File: config.mk
export PLATFORM = sky130hd
export DESIGN_NAME = frac_clken_gen_flat
export DESIGN_NICKNAME = d
export VERILOG_FILES = /design/src/rtl/clkgen_pkg.sv /design/src/rtl/frac_clken_gen_if.sv /design/src/rtl/frac_acc_ch.sv /design/src/rtl/frac_clken_gen.sv /design/src/flat_wrapper.sv
export SDC_FILE = /design/constraint.sdc
export NUM_CORES = 1
export LEC_CHECK = 0
export ABC_AREA = 1
export BUFFER_PORTS_ARGS = -buffer_cell sky130_fd_sc_hd__buf_2
export CORE_ASPECT_RATIO = 1.5
export CORE_MARGIN = 2
export CORE_UTILIZATION = 64
export CTS_CLUSTER_DIAMETER = 200
export CTS_CLUSTER_SIZE = 20
export DETAILED_ROUTE_END_ITERATION = 10
export PLACE_DENSITY = 0.81
export RECOVER_POWER = 25
export SLEW_MARGIN = 10
export SYNTH_ARGS = -nofsm -noshare
export SYNTH_HDL_FRONTEND = slang
export SYNTH_SLANG_ARGS = --single-unit
File: constraint.sdc
create_clock -name clk_src -period 4.1 [get_ports clk_src]
set_input_delay 0 -clock clk_src [delete_from_list [all_inputs] [get_ports clk_src]]
set_output_delay 0 -clock clk_src [all_outputs]
set_load 0.02 [all_outputs]
File: src/rtl/clkgen_pkg.sv
// clkgen_pkg: shared widths, increment type and reference ratios for frac_clken_gen.
package clkgen_pkg;
    localparam int ACC_W_DEF = 32;
    typedef logic [ACC_W_DEF-1:0] inc_t;
    localparam inc_t INC_3M6 = 32'd114532461;
    localparam inc_t INC_3M58 = 32'd113881694;
    function automatic int ch_w(input int n);
        return (n > 1) ? $clog2(n) : 1;
    endfunction
endpackage

File: src/rtl/frac_clken_gen_if.sv
// frac_clken_gen_if: increment-write handshake (valid/ready, channel, increment).
interface frac_clken_gen_if import clkgen_pkg::*; #(
    parameter int NUM_CH = 4,
    parameter int ACC_W = ACC_W_DEF
);
    localparam int CW = ch_w(NUM_CH);
    logic cfg_valid;
    logic cfg_ready;
    logic [CW-1:0] cfg_ch;
    logic [ACC_W-1:0] cfg_inc;
    modport master(output cfg_valid, cfg_ch, cfg_inc, input cfg_ready);
    modport slave(input cfg_valid, cfg_ch, cfg_inc, output cfg_ready);
endinterface

File: src/rtl/frac_acc_ch.sv
// frac_acc_ch: one phase-accumulator channel with a pending increment applied on wrap.
// CLKGEN_PHASE_SYNC_EN adds sync_i, which zeroes the phase and applies any pending increment at once.
module frac_acc_ch import clkgen_pkg::*; #(
    parameter int ACC_W = ACC_W_DEF,
    parameter logic [ACC_W-1:0] INC_RST = '0
) (
    input  logic             clk_src,
    input  logic             rst_n,
`ifdef CLKGEN_PHASE_SYNC_EN
    input  logic             sync_i,
`endif
    input  logic             wr,
    input  logic [ACC_W-1:0] wr_inc,
    output logic             ce,
    output logic             clk_div,
    output logic             pend
);
    logic [ACC_W-1:0] acc, inc, pend_inc, acc_nxt;
    logic [ACC_W:0] sum;
    logic apply;
    assign sum = {1'b0, acc} + {1'b0, inc};
    // a stopped channel never wraps, so it takes its pending increment straight away
    assign apply = pend && (sum[ACC_W] || inc == '0);
    assign acc_nxt = (apply && pend_inc == '0) ? '0 : sum[ACC_W-1:0];
    always_ff @(posedge clk_src or negedge rst_n)
        if (!rst_n) begin
            acc <= '0;
            inc <= INC_RST;
            pend_inc <= '0;
            pend <= 1'b0;
            ce <= 1'b0;
            clk_div <= 1'b0;
        end
`ifdef CLKGEN_PHASE_SYNC_EN
        else if (sync_i) begin
            acc <= '0;
            ce <= 1'b0;
            clk_div <= 1'b0;
            if (pend) inc <= pend_inc;
            pend <= wr;
            if (wr) pend_inc <= wr_inc;
        end
`endif
        else begin
            acc <= acc_nxt;
            ce <= sum[ACC_W];
            clk_div <= acc_nxt[ACC_W-1];
            if (apply) begin
                inc <= pend_inc;
                pend <= 1'b0;
            end
            // writes are only accepted while nothing is pending, so they never collide with apply
            if (wr) begin
                pend_inc <= wr_inc;
                pend <= 1'b1;
            end
        end
endmodule

File: src/rtl/frac_clken_gen.sv
// frac_clken_gen: multi-channel fractional clock-enable / divided-clock generator.
// Optional phase alignment input sync_i when CLKGEN_PHASE_SYNC_EN is defined.
module frac_clken_gen import clkgen_pkg::*; #(
    parameter int NUM_CH = 4,
    parameter int ACC_W = ACC_W_DEF,
    parameter logic [ACC_W-1:0] INC_RST = ACC_W'(INC_3M6)
) (
    input  logic              clk_src,
    input  logic              rst_n,
`ifdef CLKGEN_PHASE_SYNC_EN
    input  logic              sync_i,
`endif
    frac_clken_gen_if.slave   cfg,
    output logic [NUM_CH-1:0] ce,
    output logic [NUM_CH-1:0] clk_div,
    output logic              busy
);
    localparam int CW = ch_w(NUM_CH);
    logic [NUM_CH-1:0] pend, hit;
    assign busy = |pend;
    // an out-of-range channel hits nothing: ready stays high and the write is dropped
    assign cfg.cfg_ready = !(|(hit & pend));
    for (genvar i = 0; i < NUM_CH; i++) begin : g_ch
        assign hit[i] = cfg.cfg_ch == CW'(i);
        frac_acc_ch #(.ACC_W(ACC_W), .INC_RST(INC_RST)) u_ch (
            .clk_src(clk_src),
            .rst_n(rst_n),
`ifdef CLKGEN_PHASE_SYNC_EN
            .sync_i(sync_i),
`endif
            .wr(cfg.cfg_valid && hit[i] && !pend[i]),
            .wr_inc(cfg.cfg_inc),
            .ce(ce[i]),
            .clk_div(clk_div[i]),
            .pend(pend[i])
        );
    end
endmodule

File: src/flat_wrapper.sv
// flat-port wrapper written by rule: the top's interface ports become plain ports
module frac_clken_gen_flat import clkgen_pkg::*;
#(
    parameter int NUM_CH = 4,
    parameter int ACC_W = ACC_W_DEF,
    parameter logic [ACC_W-1:0] INC_RST = ACC_W'(INC_3M6)
)
  (clk_src, rst_n, ce, clk_div, busy, cfg_cfg_valid, cfg_cfg_ch, cfg_cfg_inc, cfg_cfg_ready);
  frac_clken_gen_if #(.NUM_CH(NUM_CH), .ACC_W(ACC_W)) cfg_i ();
  input  logic clk_src;
  input  logic rst_n;
  output logic [NUM_CH-1:0] ce;
  output logic [NUM_CH-1:0] clk_div;
  output logic busy;
  input wire logic [$bits(cfg_i.cfg_valid)-1:0] cfg_cfg_valid;
  input wire logic [$bits(cfg_i.cfg_ch)-1:0] cfg_cfg_ch;
  input wire logic [$bits(cfg_i.cfg_inc)-1:0] cfg_cfg_inc;
  output wire logic [$bits(cfg_i.cfg_ready)-1:0] cfg_cfg_ready;
  assign cfg_i.cfg_valid = cfg_cfg_valid;
  assign cfg_i.cfg_ch = cfg_cfg_ch;
  assign cfg_i.cfg_inc = cfg_cfg_inc;
  assign cfg_cfg_ready = cfg_i.cfg_ready;
  frac_clken_gen #(.NUM_CH(NUM_CH), .ACC_W(ACC_W), .INC_RST(INC_RST)) u_core (.clk_src(clk_src), .rst_n(rst_n), .cfg(cfg_i), .ce(ce), .clk_div(clk_div), .busy(busy));
endmodule
==> metrics.md, run 1 <==
| Metric | Value |
|---|---|
| DP Cell Count | 4262 |
| Clock root cell | clkbuf_16 |
| Initial DRC count | 1585 |
| Vias in the first global route | 21596 |
| CTS tree | yes |
| HPWL Detailed | 48000 um |
| Post-Syn Nets | 3964 |
| CP Capture Type | flop |
| Row count | 89 |
| Required @ worst endpoint | 4550 ps |
| Final GP Congestion | 0.968 |
| Remaining Overflow, GRT | 0 |
| DP Area | 0.0259 mm2 |
| Residual DRC | 0 |
| Initial antenna violation count | 3 |
| Yosys reg bits | 392 |
| Clock tree buffer depth | 3 |
| Filler cells | 3530 |
| Net count reported at finish | 3989 |
| Most frequent cells in the layout | nand2_1, inv_1, dfrtp_1 |
| First-pass GRT wire length | 105000 um |
| Kind of critical path | flop to flop |
| Ratio of final minimum period to clock period | 0.766 |
| Total number of vias | 22728 |
| Max Cap Viol | 1 |
| Setup Viol. Count Final | 0 |
| Worst EP arrival | 3590 ps |
| Clock Latency Late Sink | 570 ps |
| RSZ-0062 raised after global routing | false |
| PortBufs | 46 |
| Most common cell after layout, fill and taps aside | nand2_1 |
| Crit path max fanout | 35 |
| Worst setup SP type | flop |
| Outcome | complete, but fails checks |
| Die width | 167 um |
| CTS Buf Count | 23 |
| Netlist cell types | 33 |
| Min cycle time layout | 3140 ps |
| Vias per Instance | 5.24 |
| Fin area | 0.0268 mm2 |
| Share of post-route cells with drive strength above 1 | 0.0436 |
| Peak VDD IR | 0.000548 V |
| Total negative slack | 0 ps |
| CTS H-tree lvls | 1 |
| Worst Slack Setup Final | 958 ps |
| TritonRoute pass-1 iters | 6 |
| Overall die area | 0.0414 mm2 |
| Finished Layout Cells | 4337 |
| Max Clock Freq | 0.318 GHz |
| Mapped cell area | 0.0255 mm2 |
| Final wirelength | 64300 um |
| Hold WC Path Type | input port to flop |
| WL/cell | 14.8 um |
| Final Hold Viols | 0 |
| Final hold slack | 166 ps |
| Area grow syn2layout | 5.39% |
| Worst-Margin Slew | 2660 ps |
| Post-route ant nets | 0 |
| Post-Syn Instances | 3795 |
| Largest net degree at the start of global routing | 112 |
| Failing checks | capacitance limit, slew limit |
| P_leak | 16.1 nW |
| Num Clock Sinks | 392 |
| DP Worst Slack | 982 ps |
| Tot GR Track Use | 0.313 |
| Worst Skew | 33.5 ps |
| Sequential area share after synthesis | 0.388 |
| Relative slew slack | -0.772 |
| Fin. max-slew vios | 95 |
| Synthesized area per cell | 6.71 um2 |
| PD cells | 899 mW/mm2 |
| Worst-path clk slew | 90 ps |
| R2R setup slack | 960 ps |
| # IOs | 47 |
| Die Y | 248 um |
| Starting Density | 0.648 |
| Post-CTS Setup Bufs | 0 |
| Synth warnings | 0 |
| CORE AREA | 0.0393 mm2 |
-- cell usage after synthesis (all sizes together) --
cell / count / share of area
nor4: 24 / 0.0059
a21o: 4 / 0.0012
ha: 128 / 0.063
nor3: 47 / 0.011
o22ai: 1 / 0.00025
nand2: 1549 / 0.23
clkbuf: 38 / 0.0056
a221oi: 1 / 0.00034
a21oi: 63 / 0.012
and2: 18 / 0.0044
o21ai: 132 / 0.026
nand3b: 15 / 0.0044
dfrtp: 336 / 0.33
or2: 4 / 0.00098
nor2: 257 / 0.038
dfstp: 56 / 0.058
nand4: 45 / 0.011
xnor2: 4 / 0.0014
buf: 50 / 0.017
nand3: 228 / 0.049
fa: 4 / 0.0031
inv: 729 / 0.11
xor2: 58 / 0.020
o21bai: 4 / 0.0012
-- metal layers --
metal / wire [um] / up-vias / global-route usage
li1: - / 11524 / -
met5: 11 / - / 0
met3: 2880 / 190 / 0.0330
met1: 26200 / 10429 / 0.376
met2: 31900 / 583 / 0.562
met4: 3260 / 2 / 0.155
-- final timing paths --
path,startpoint,end,cells after the start
min in group asynchronous,rst_n,u_core.g_ch[2].u_ch.acc[13],2
setup / recovery,u_core.g_ch[1].u_ch.inc[0],u_core.g_ch[1].u_ch.inc[29],15
hold / removal,cfg_cfg_ch[0],u_core.g_ch[3].u_ch.pend,4
setup reg to reg,u_core.g_ch[1].u_ch.inc[0],u_core.g_ch[1].u_ch.inc[29],15
hold reg to reg,u_core.g_ch[1].u_ch.inc[0],u_core.g_ch[1].u_ch.inc[0],2
max in group asynchronous,rst_n,u_core.g_ch[3].u_ch.acc[10],2
-- kinds of logic after synthesis --
kind of cell	synth area share
and+or+nand+nor	0.354
buffers and inverters	0.130
DFF	0.388
AOI/OAI and AO/OA	0.0413
adders and majority gates	0.0660
xor gates and xnor gates	0.0213
-- critical path, stage by stage (launching register included) --
cell     delay [ps]
dfstp_2         550
ha_1            180
inv_1            60
fa_1            410
inv_1           150
nand2_1          70
nand2_1          70
nand3_1          60
nand2_1         130
nand2_1          60
nand2_1         100
nand2_1         150
nand3_4         320
nand2_2         450
nand2_1         200
nand2_1          60
-- repair_timing --
action                    CTS  global route
hold buffers               33             0
hold endpoints to repair  222             0
resized for setup           0             0
-- per-stage QoR --
stage	power, W	utilization
finish	0.0241	0.683
floorplan	0.0184	-
global placement	0.0212	0.658
global route	0.0267	0.683
detailed placement	0.0215	0.658
CTS	0.0240	0.683
-- state kept, by name, summed over array words and instances (netlist names) --
signal and count:
u_core.g_ch.u_ch.acc 128, u_core.g_ch.u_ch.inc 128, u_core.g_ch.u_ch.ce 4, u_core.g_ch.u_ch.pend 4
u_core.g_ch.u_ch.pend_inc 128
-- area by class of cell --
class | instances | area, um2 | share of cell area
multi-input cells | 2586 | 12300 | 0.458
flip-flops and latches | 392 | 9880 | 0.368
inverters | 729 | 2740 | 0.102
repair buffers | 88 | 656 | 0.0244
clock buffers | 38 | 632 | 0.0235
well taps | 500 | 626 | 0.0233
clock inverters | 1 | 8.76 | 0.000326
diodes | 3 | 7.51 | 0.000280
-- power by group --
| group | leakage, nW | switching (W) | internal (W) | total (W) |
|---|---|---|---|---|
| Sequential | 4.70 | 0.00147 | 0.00591 | 0.00738 |
| Combinational | 11.1 | 0.00942 | 0.00495 | 0.0144 |
| Clock | 0.306 | 0.00133 | 0.00106 | 0.00239 |
| Total | 16.1 | 0.0122 | 0.0119 | 0.0241 |
(Power assumes the default switching activity.)
==> run 2, diff against run 1 <==
clock period = 2.9 ns   (was 4.1 ns; I/O delays follow)
==> metrics.md, run 2 (synthesized netlist as in run 1, its figures left out) <==
| Metric | Value |
|---|---|
| Outcome | complete, but fails checks (unchanged) |
| Failing checks | capacitance limit, slew limit (unchanged) |
| Num Clock Sinks | 392 (unchanged) |
| Min cycle time layout | 2690 ps (was 3140 ps) |
| Peak VDD IR | 0.000831 V (was 0.000548 V) |
| Most common cell after layout, fill and taps aside | nand2_1 (unchanged) |
| R2R setup slack | 210 ps (was 960 ps) |
| Worst path max stage delay | 540 ps (was 550 ps) |
| Hold Path Stages | 4 (unchanged) |
| Clock tree buffer depth | 3 (unchanged) |
| Buf/Inv on CP | 3 (was 2) |
| Tot GR Track Use | 0.318 (was 0.313) |
| Finished Layout Cells | 4359 (was 4337) |
| Final wirelength | 66200 um (was 64300 um) |
| CP Cell Sequence | ha_1 -> inv_1 -> fa_1 -> inv_2 -> nand2_1 -> nand2_1 -> nand3_1 -> nand2_2 -> nand2_1 -> nand2_1 -> nand2_1 -> nand3_4 -> nand3_4 -> nand2_1 -> inv_1 (was ha_1 -> inv_1 -> fa_1 -> inv_1 -> nand2_1 -> nand2_1 -> nand3_1 -> nand2_1 -> nand2_1 -> nand2_1 -> nand2_1 -> nand3_4 -> nand2_2 -> nand2_1 -> nand2_1) |
| Residual DRC | 0 (unchanged) |
| CTS tree | yes (unchanged) |
| Vias in the first global route | 21941 (was 21596) |
| Post-route ant nets | 0 (unchanged) |
| Max Clock Freq | 0.371 GHz (was 0.318 GHz) |
| Share of post-route cells with drive strength above 1 | 0.0521 (was 0.0436) |
| Relative slew slack | -0.411 (was -0.772) |
| Final hold slack | 140 ps (was 166 ps) |
| Worst setup path start | u_core.g_ch[1].u_ch.inc[0] (unchanged) |
| Clock Latency Late Sink | 580 ps (was 570 ps) |
| Area grow syn2layout | 6.55% (was 5.39%) |
| Crit path capture | u_core.g_ch[1].u_ch.acc[23] (was u_core.g_ch[1].u_ch.inc[29]) |
| R2R depth | 15 (unchanged) |
| HPWL Detailed | 49100 um (was 48000 um) |
| Crit path depth | 15 (unchanged) |
| Overall die area | 0.0414 mm2 (unchanged) |
| CTS H-tree lvls | 1 (unchanged) |
| Max Cap Viol | 1 (unchanged) |
| Hold WC Path Type | input port to flop (unchanged) |
| Filler cells | 3474 (was 3530) |
| Starting Density | 0.648 (unchanged) |
| PD cells | 1290 mW/mm2 (was 899 mW/mm2) |
| WL/cell | 15.2 um (was 14.8 um) |
| DP Cell Count | 4276 (was 4262) |
| RSZ-0062 raised after global routing | true (was false) |
| Most frequent cells in the layout | nand2_1, inv_1, dfrtp_1 (unchanged) |
| Required @ worst endpoint | 3340 ps (was 4550 ps) |
| CORE AREA | 0.0393 mm2 (unchanged) |
| Fin. max-slew vios | 77 (was 95) |
| TritonRoute pass-1 iters | 6 (unchanged) |
| First-pass GRT wire length | 106000 um (was 105000 um) |
| Worst setup SP type | flop (unchanged) |
| Reg2Reg Launch Point | u_core.g_ch[1].u_ch.inc[0] (unchanged) |
| Die width | 167 um (unchanged) |
| Vias per Instance | 5.27 (was 5.24) |
| Crit path top cell by count | nand2_1 (unchanged) |
| Total number of vias | 22976 (was 22728) |
| # IOs | 47 (unchanged) |
| Reg2reg end | u_core.g_ch[1].u_ch.acc[23] (was u_core.g_ch[1].u_ch.inc[29]) |
| Slowest stage cell on the critical path | dfstp_2 (unchanged) |
| Ratio of final minimum period to clock period | 0.929 (was 0.766) |
| Initial DRC count | 1561 (was 1585) |
| Worst Hold Launch | cfg_cfg_ch[0] (unchanged) |
| Initial antenna violation count | 1 (was 3) |
| Crit path max fanout | 16 (was 35) |
| Net count reported at finish | 4011 (was 3989) |
| Total negative slack | 0 ps (unchanged) |
| Worst EP arrival | 3140 ps (was 3590 ps) |
| Row count | 89 (unchanged) |
| Largest registers | u_core.g_ch.u_ch.acc: 128 flops, u_core.g_ch.u_ch.inc: 128 flops, u_core.g_ch.u_ch.pend_inc: 128 flops (unchanged) |
| Layout Utilization | 0.690 (was 0.683) |
| Final Hold Viols | 0 (unchanged) |
| Final GP Congestion | 1.01 (was 0.968) |
| Setup Viol. Count Final | 0 (unchanged) |
| PortBufs | 46 (unchanged) |
| Worst-Margin Slew | 2120 ps (was 2660 ps) |
| Die Y | 248 um (unchanged) |
| Kind of critical path | flop to flop (unchanged) |
| CTS Buf Count | 23 (unchanged) |
| Remaining Overflow, GRT | 0 (unchanged) |
| CP delay by family, top | simple AND/OR/NAND/NOR gates (unchanged) |
| Clock root cell | clkbuf_16 (unchanged) |
| Largest net degree at the start of global routing | 87 (was 112) |
| Worst-path clk slew | 90 ps (about the same) |
| Worst Skew | 34.6 ps (was 33.5 ps) |
| CP Capture Type | flop (unchanged) |
| P_leak | 16.2 nW (was 16.1 nW) |
==> run 2: how the worst min path moves through the flow <==
stage	to	slack [ps]
final	u_core.g_ch[3].u_ch.pend	140
after detailed placement	u_core.g_ch[2].u_ch.acc[20]	40
after CTS	u_core.g_ch[2].u_ch.acc[20]	30
after global routing	u_core.g_ch[0].u_ch.pend_inc[13]	210
after global placement	u_core.g_ch[2].u_ch.acc[21]	50
after floorplan	u_core.g_ch[0].u_ch.acc[0]	-300
==> run 2: area by class of cell <==
class                   count  area [um2]  share of cell area
repair buffers            107         862              0.0318
clock buffers              40         639              0.0236
clock inverters             1        8.76            0.000323
diodes                      1        2.50           0.0000922
multi-input cells        2589       12400               0.456
well taps                 500         626              0.0231
inverters                 729        2740               0.101
flip-flops and latches    392        9880               0.364
==> run 2: metrics by stage <==
| step | power [W] | setup slack (ps) | instance area (um2) |
|---|---|---|---|
| floorplan | 0.0260 | 617 | 25500 |
| global placement | 0.0303 | 179 | 26000 |
| detailed placement | 0.0308 | 76.9 | 26000 |
| CTS | 0.0344 | 67.8 | 27000 |
| global route | 0.0386 | -3.96 | 27100 |
| finish | 0.0349 | 207 | 27100 |
==> run 2: tightest hold or removal path, cell delays in order <==
cell and delay, ps:
buf_2 110, nand4_1 90, buf_4 280, o21ai_0 150
==> run 2: per-layer routing <==
layer / GRT usage / part of all wire
met1: 0.360 / 0.39
met2: 0.580 / 0.50
met3: 0.0310 / 0.044
met4: 0.192 / 0.073
met5: 0 / 0
==> run 2: power breakdown <==
part / internal [W] / switching, W
clock network: 0.00151 / 0.00187
logic: 0.00737 / 0.0138
registers: 0.00836 / 0.00196
total: 0.0172 / 0.0177
==> run 2: timing repair <==
| action | in CTS | in global routing |
|---|---|---|
| setup buffers | 0 | 4 |
| setup endpoints to repair | 0 | 184 |
| hold endpoints to repair | 244 | 0 |
| hold buffers | 33 | 0 |
| gates resized for setup | 0 | 15 |
